==> config.mk <==
export PLATFORM = sky130hd
export DESIGN_NAME = pc_predict_unit
export DESIGN_NICKNAME = d
export VERILOG_FILES = /design/src/rtl/pc_predict_unit.sv
export SDC_FILE = /design/constraint.sdc
export NUM_CORES = 1
export LEC_CHECK = 0
export ABC_AREA = 1
export CORE_AREA = 2 2 184 186
export DETAILED_ROUTE_END_ITERATION = 8
export DIE_AREA = 0 0 186 188
export PLACE_DENSITY = 0.61
export SLEW_MARGIN = 0
export SYNTH_ARGS = -nofsm -noshare
export SYNTH_HDL_FRONTEND = slang
export SYNTH_SLANG_ARGS = --single-unit
==> constraint.sdc <==
create_clock -name clk_i -period 1.3 [get_ports clk_i]
set_clock_uncertainty 0.15 [all_clocks]
set_input_delay 0.195 -clock clk_i [delete_from_list [all_inputs] [get_ports clk_i]]
set_output_delay 0.195 -clock clk_i [all_outputs]
set_load 0.02 [all_outputs]
==> src/rtl/pc_predict_unit.sv <==
// Fetch PC selection and next-PC prediction with F_predPC register and optional
// speculative return address stack, enabled by defining PC_PREDICT_RAS_EN.
module pc_predict_unit #(
  parameter int                ADDR_W    = 64,
  parameter int                RAS_DEPTH = 8,
  parameter logic [ADDR_W-1:0] RESET_PC  = '0,
  localparam int               PTR_W     = $clog2(RAS_DEPTH)
) (
  input  logic              clk_i,
  input  logic              rst_n_i,
  input  logic              F_stall_i,
  input  logic [3:0]        f_icode_i,
  input  logic [ADDR_W-1:0] f_valC_i,
  input  logic [ADDR_W-1:0] f_valP_i,
  input  logic [3:0]        M_icode_i,
  input  logic              M_Cnd_i,
  input  logic [ADDR_W-1:0] M_valA_i,
  input  logic [PTR_W-1:0]  M_ras_ptr_i,
  input  logic [3:0]        W_icode_i,
  input  logic [ADDR_W-1:0] W_valM_i,
  input  logic [ADDR_W-1:0] W_predPC_i,
  input  logic [PTR_W-1:0]  W_ras_ptr_i,
  output logic [ADDR_W-1:0] f_pc_o,
  output logic [ADDR_W-1:0] F_predPC_o,
  output logic [PTR_W-1:0]  f_ras_ptr_o,
  output logic              f_redirect_o
);

  localparam logic [3:0] IJXX  = 4'h7;
  localparam logic [3:0] ICALL = 4'h8;
  localparam logic [3:0] IRET  = 4'h9;

  logic              w_fix;
  logic              m_fix;
  logic              upd;
  logic [ADDR_W-1:0] predpc_q;
  logic [ADDR_W-1:0] predpc_d;

`ifdef PC_PREDICT_RAS_EN
  localparam logic [PTR_W-1:0] PTR_ONE = PTR_W'(1);

  logic [PTR_W-1:0]  ptr_q;
  logic [PTR_W-1:0]  ptr_d;
  logic [PTR_W-1:0]  base;
  logic              push;
  logic [ADDR_W-1:0] ras_q [RAS_DEPTH];

  // A correctly predicted ret needs no repair.
  assign w_fix = (W_icode_i == IRET) && (W_valM_i != W_predPC_i);
`else
  logic unused_ras;

  // Without a RAS every ret is repaired from W.
  assign w_fix      = (W_icode_i == IRET);
  assign unused_ras = ^{M_ras_ptr_i, W_ras_ptr_i, W_predPC_i};
`endif

  assign m_fix        = (M_icode_i == IJXX) && !M_Cnd_i;
  assign f_redirect_o = w_fix | m_fix;
  assign F_predPC_o   = predpc_q;
  // A redirect overrides a stall so a repair is never dropped.
  assign upd          = !F_stall_i || f_redirect_o;

  always_comb begin
    f_pc_o   = predpc_q;
    predpc_d = f_valP_i;
    if (w_fix) begin
      f_pc_o = W_valM_i;
    end else if (m_fix) begin
      f_pc_o = M_valA_i;
    end
`ifdef PC_PREDICT_RAS_EN
    base = ptr_q;
    if (w_fix) begin
      base = W_ras_ptr_i;
    end else if (m_fix) begin
      base = M_ras_ptr_i;
    end
    ptr_d = base;
    push  = 1'b0;
`endif
    case (f_icode_i)
      ICALL: begin
        predpc_d = f_valC_i;
`ifdef PC_PREDICT_RAS_EN
        push  = 1'b1;
        ptr_d = base + PTR_ONE;
`endif
      end
      IJXX: predpc_d = f_valC_i;
`ifdef PC_PREDICT_RAS_EN
      IRET: begin
        predpc_d = ras_q[base - PTR_ONE];
        ptr_d    = base - PTR_ONE;
      end
`endif
      default: ;
    endcase
  end

`ifdef PC_PREDICT_RAS_EN
  assign f_ras_ptr_o = ptr_d;

  always_ff @(posedge clk_i or negedge rst_n_i) begin
    if (!rst_n_i) begin
      predpc_q <= RESET_PC;
      ptr_q    <= '0;
      for (int i = 0; i < RAS_DEPTH; i++) begin
        ras_q[i] <= '0;
      end
    end else if (upd) begin
      predpc_q <= predpc_d;
      ptr_q    <= ptr_d;
      // Pushing at a full stack silently overwrites the oldest entry.
      if (push) begin
        ras_q[base] <= f_valP_i;
      end
    end
  end
`else
  assign f_ras_ptr_o = '0;

  always_ff @(posedge clk_i or negedge rst_n_i) begin
    if (!rst_n_i) begin
      predpc_q <= RESET_PC;
    end else if (upd) begin
      predpc_q <= predpc_d;
    end
  end
`endif

endmodule

---- Word-level counts from Yosys, hierarchy flattened ----
Cells that the tools add are included.
storage, ports and cells
  flip-flop bits (word level) ............. 64
  bits of input ports ..................... 342
  output and inout bits ................... 132
  word-level logic and storage cells ...... 14
operators by class
  equality and inequality tests ........... 4
  multiplexer cells ....................... 3
  bitwise logic cells ..................... 1
  reduce and logical (&&, ||, !) cells .... 5
operators with widths
  cell                                                                   count
  64-bit 2-to-1 mux                                                      3
  4-bit by 3-bit equality test with 1-bit output, second input constant  2
  4-bit equality test, second input constant                             2
  1-bit zero test                                                        2
  2-bit OR reduction                                                     1
  1-bit logical AND                                                      1
  1-bit logical OR                                                       1
  1-bit OR                                                               1

---- Depth between registers and ports, before layout ----
  depth after elaboration ................. 4
  depth in mapped cells ................... 9
  depth with buffers taken out ............ 8

---- Worst setup path after synthesis ----
No wires, ideal clock.
  path kind ............................... input to output
  start point ............................. input port W_icode_i[1]
  end point ............................... output port f_pc_o[24]
  data arrival time ....................... 1117 ps
  data required time ...................... 955 ps
  setup slack ............................. -162 ps
  stages .................................. 5
  path buffers ............................ 2
  path through ............................ nor2_1 -> nand3_2 -> buf_2 -> buf_1 -> o21ai_1
on the way
  word-level cells in the longest chain between the ends .. 2
RTL lines
  item                 RTL line  text
  from (decl)          19        input logic [3:0] W_icode_i,
  4-bit equality test  54        assign w_fix = (W_icode_i == IRET);
  64-bit 2-to-1 mux    67        if (w_fix) begin
  to (decl)            23        output logic [ADDR_W-1:0] f_pc_o,
No other way between the ends.

---- Worst setup path in the final report ----
  start point ............................. input port M_icode_i[1]
  end point ............................... output port f_pc_o[25]
on the way
  word-level cells in the longest chain between the ends .. 4
RTL lines
  item                                            RTL line  text
  from (decl)                                     15        input logic [3:0] M_icode_i,
  4-bit by 3-bit equality test with 1-bit output  58        assign m_fix = (M_icode_i == IJXX) && !M_Cnd_i;
  1-bit logical AND                               58
  64-bit 2-to-1 mux                               69        end else if (m_fix) begin
  64-bit 2-to-1 mux                               67
No other way between the ends.

==> summary.md <==
| Metric | Value |
|---|---|
| TritonCTS buffer count | `9` |
| End of the worst hold path | `F_predPC_o[5]` |
| Via count normalized by instance count | `about 4.5` |
| Status | `finished with violations` |
| Number of global-route vias before repair | `around 9100` |
| Clock Root Buffer | `sky130_fd_sc_hd__clkbuf_16` |
| Clock tree from TritonCTS | `yes` |
| Maximum number of pins on one net before global-route repair | `between 60 and 70` |
| First-pass iteration count of the detailed router | `5` |
| Clock transition at path regs | `0.06 ns` |
| Post-route setup slack | `-0.488 ns` |
| Critical path cell sequence | `buf_6 > nand2_4 > nor2_4 > buf_12 > nand2_8 > buf_16 > buf_8 > buf_6 > nand2_4 > nand3_4 > o21ai_4 > buf_6` |
| Final layout net count | `~1900` |
| Worst vdd ir | `roughly 0.00055 V` |
| # IOs | `around 470` |
| Clock Latency Late Sink | `roughly 0.34 ns` |
| DP HPWL | `22.2 mm` |
| Number of different library cells in the post-synthesis netlist | `17` |
| Non-filler cells in the finished layout | `approximately 2000` |
| Most common flop cell mapped by yosys | `sky130_fd_sc_hd__dfrtp_1` |
| Switching part of the total | `36.9%` |
| Count of cells along the worst hold path | `3` |
| # diodes | `0` |
| Critical Path Fanout Max | `6` |
| Period minus WS final | `~1.8 ns` |
| Launch instance of the worst min-delay path | `F_stall_i` |
| Destination of the worst register-to-register timing path | `F_predPC_o[30]` |
| Average size of a mapped cell | `between 5 and 6 um2` |
| Max reg flops | `between 60 and 70` |
| Reg-to-Reg Start | `F_predPC_o[30]` |
| Post-synth design cell area | `around 0.0058 mm2` |
| Synth Register Bits | `64` |
| Floorplan die height | `~190 um` |
| Most instantiated library cell after synthesis | `sky130_fd_sc_hd__nand2_1` |
| Top-area cell type share of the netlist area | `between 20 and 30%` |
| Type of destination of the critical path | `primary output` |
| Num rows | `67` |
| Cell accounting for the most synthesized area | `sky130_fd_sc_hd__dfrtp_1` |
| Share of total power in the clock network | `22.8%` |
| Internal power summed over all cells | `approximately 7.6 mW` |
| Number of buffers between clock root and the deepest sink | `2` |
| Endpoints failing setup | `191` |
| Top cell types by occurrence after synthesis | `sky130_fd_sc_hd__nand2_1, sky130_fd_sc_hd__inv_1, sky130_fd_sc_hd__nand3_1` |
| Seq/Total Area, Yosys | `around 28%` |
| Violation count after the first detailed-route iteration | `417` |
| Fmax | `roughly 560 MHz` |
| Net Switching | `4.48 mW` |
| Data arrival time of the critical path | `~1.4 ns` |
| Synthesized netlist cell count | `between 1000 and 1500` |
| Fraction of final layout cells with drive strength greater than 1 | `41.5%` |
| Number of filler cells placed in the layout | `about 3100` |
| Most area-consuming cells after synthesis | `sky130_fd_sc_hd__dfrtp_1, sky130_fd_sc_hd__nand2_1, sky130_fd_sc_hd__nand3_1` |
| Area used by sequential logic in the layout | `0.00160 mm2` |
| Fraction of registers with async set or reset after synthesis | `100%` |
| Combinational power share | `57.0%` |
| Area added between synthesis and finish | `165%` |
| Maximum Capacitance Violations | `0` |
| Cell family with most CP delay | `buffers and inverters` |
| WL/cell | `~20 um` |
| Total number of vias | `9168` |
| Yosys Warn Count | `0` |
| Remaining global-route overflow | `0` |
| Number of cells on the worst reg-to-reg path | `4` |
| Total design power | `around 12 mW` |
| Count of placed standard cells including taps | `between 1500 and 2000` |
| Count of nets left with antenna violations after detail routing | `0` |
| Finished Cell Area | `between 0.015 and 0.02 mm2` |
| Number of endpoints with negative hold slack in the final report | `0` |
| CORE AREA | `approximately 0.033 mm2` |
| Total clock sinks | `64` |
| Setup repair after global routing missed its margin | `true` |
| Crit Path Class | `in2out` |
| Slew Viols, Final | `0` |
| Reg-to-reg setup timing slack | `approximately 0.21 ns` |
| Total buffers and inverters traversed by the critical path | `6` |
| Drc violations | `0` |
| Die area | `0.0350 mm2` |
| Horizontal die dimension | `between 150 and 200 um` |
| Count of input and output buffers | `400` |
| First-pass GRT wire length | `54.5 mm` |
| Reg power frac | `20.2%` |
| RD Place Congestion | `0.821` |
| Leakage power figure | `between 7 and 8 nW` |
| Hold Crit Class | `in2reg` |
| Htree depth | `3` |
| Startpoint type of the worst setup path | `primary input` |
| Area of the multi-input gates | `0.00446 mm2` |
| Global-route total usage across every layer | `a little over a fifth` |
| Worst setup path startpoint | `M_icode_i[1]` |
| Setup Total Neg Slack | `-45.33 ns` |
| Post-route fraction of the period consumed by the critical path | `138%` |
| Number of enable flip-flop cells after synthesis | `0` |
| Wire length after detailed routing | `40.5 mm` |
| Crit-path most repeated cell | `sky130_fd_sc_hd__buf_6` |
| Failing checks | `setup timing` |
| Starting Density | `between 10% and 20%` |
| CP max stage delay | `between 0.15 and 0.2 ns` |
| Antenna violations before repair | `2` |
| Standard cell area after detailed placement | `around 0.011 mm2` |
| Slowest-stage cell, CP | `sky130_fd_sc_hd__nor2_4` |
| Power density over the cells | `792 mW/mm2` |
| Critical path required time | `~0.95 ns` |
-- area by class of cell --
type,instances,share of cell area (%)
Clock buffer,11,1.59
Inverter,197,4.87
Tap cell,448,3.66
Timing Repair Buffer,642,49.7
Sequential cell,64,10.5
Clock inverter,5,0.524
Multi-Input combinational cell,658,29.2
-- power by group through the flow --
stage                     Combinational, mW  Clock (mW)  Sequential (mW)
after floorplan                        1.86           0             2.79
after global placement                 5.13           0             2.42
after detailed placement               5.15           0             2.44
after CTS                              6.23        2.85             2.45
after global routing                   7.31        2.91             2.48
final                                  6.91        2.76             2.45
-- worst max-delay path by stage --
stage | depth (start not counted) | end
after floorplan | 8 | f_pc_o[55]
after global placement | 9 | f_pc_o[44]
after detailed placement | 9 | f_pc_o[2]
after CTS | 10 | f_pc_o[25]
after global routing | 12 | f_pc_o[25]
final | 12 | f_pc_o[25]
-- layer usage --
metal / vias up / share of wire [%] / global-route usage, %
li1: 4289 / - / -
met1: 4389 / 40 / 24.7
met2: 407 / 51 / 37.5
met3: 79 / 6.5 / 3.59
met4: 4 / 2.8 / 7.06
met5: - / 0.067 / 0
-- cells in the final DEF (no fill, tap or decap), types with 2 or more instances in the layout --
cell,instances
sky130_fd_sc_hd__clkbuf_16,20
sky130_fd_sc_hd__o21ai_1,3
sky130_fd_sc_hd__nor2_4,3
sky130_fd_sc_hd__nand3_1,108
sky130_fd_sc_hd__o21ai_2,48
sky130_fd_sc_hd__nand2_1,222
sky130_fd_sc_hd__buf_6,214
sky130_fd_sc_hd__buf_4,71
sky130_fd_sc_hd__inv_1,196
sky130_fd_sc_hd__nand3_4,20
sky130_fd_sc_hd__nand2_8,3
sky130_fd_sc_hd__clkdlybuf4s50_1,256
sky130_fd_sc_hd__buf_2,5
sky130_fd_sc_hd__conb_1,3
sky130_fd_sc_hd__dlymetal6s2s_1,4
sky130_fd_sc_hd__nand4_1,64
sky130_fd_sc_hd__buf_12,40
sky130_fd_sc_hd__nand2_2,52
sky130_fd_sc_hd__nand2_4,53
sky130_fd_sc_hd__buf_8,12
sky130_fd_sc_hd__clkinvlp_4,2
sky130_fd_sc_hd__buf_16,26
sky130_fd_sc_hd__bufinv_16,2
sky130_fd_sc_hd__nand3_2,66
sky130_fd_sc_hd__dfrtp_1,64
sky130_fd_sc_hd__o21ai_4,13
-- stage by stage --
step | hold WS, ns | worst slack [ns] | util (%)
after floorplan | -0.251 | -0.0791 | -
after global placement | 0.0835 | -1.17 | 34.3
after detailed placement | 0.0947 | -1.17 | 34.3
after CTS | 0.0261 | -0.474 | 42.6
after global routing | 0.0494 | -0.537 | 46.2
final | 0.0599 | -0.488 | 46.2
-- what timing repair did --
item | CTS | global route
endpoints found under the setup margin | 193 | 192
buffers inserted | 77 | 58
resized for setup | 1041 | 232
cloned | 25 | 13
endpoints found under the hold margin | 64 | 0
hold buffers | 1 | 0
pin swaps | 32 | 45
-- cell families after synthesis --
group,count (synthesis),synth area share [%]
other,1,0.0649
DFF,64,27.7
and+or+nand+nor,591,45.7
buffers and inverters,282,20.9
AOI/OAI and AO/OA,64,5.54
-- tightest hold or removal path: cells and delay by family --
family / cells / cell delay (ns)
buffers and inverters: 1 / 0.15
AND/OR/NAND/NOR: 2 / 0.16
Note: power is estimated with default switching activity, not from simulation.
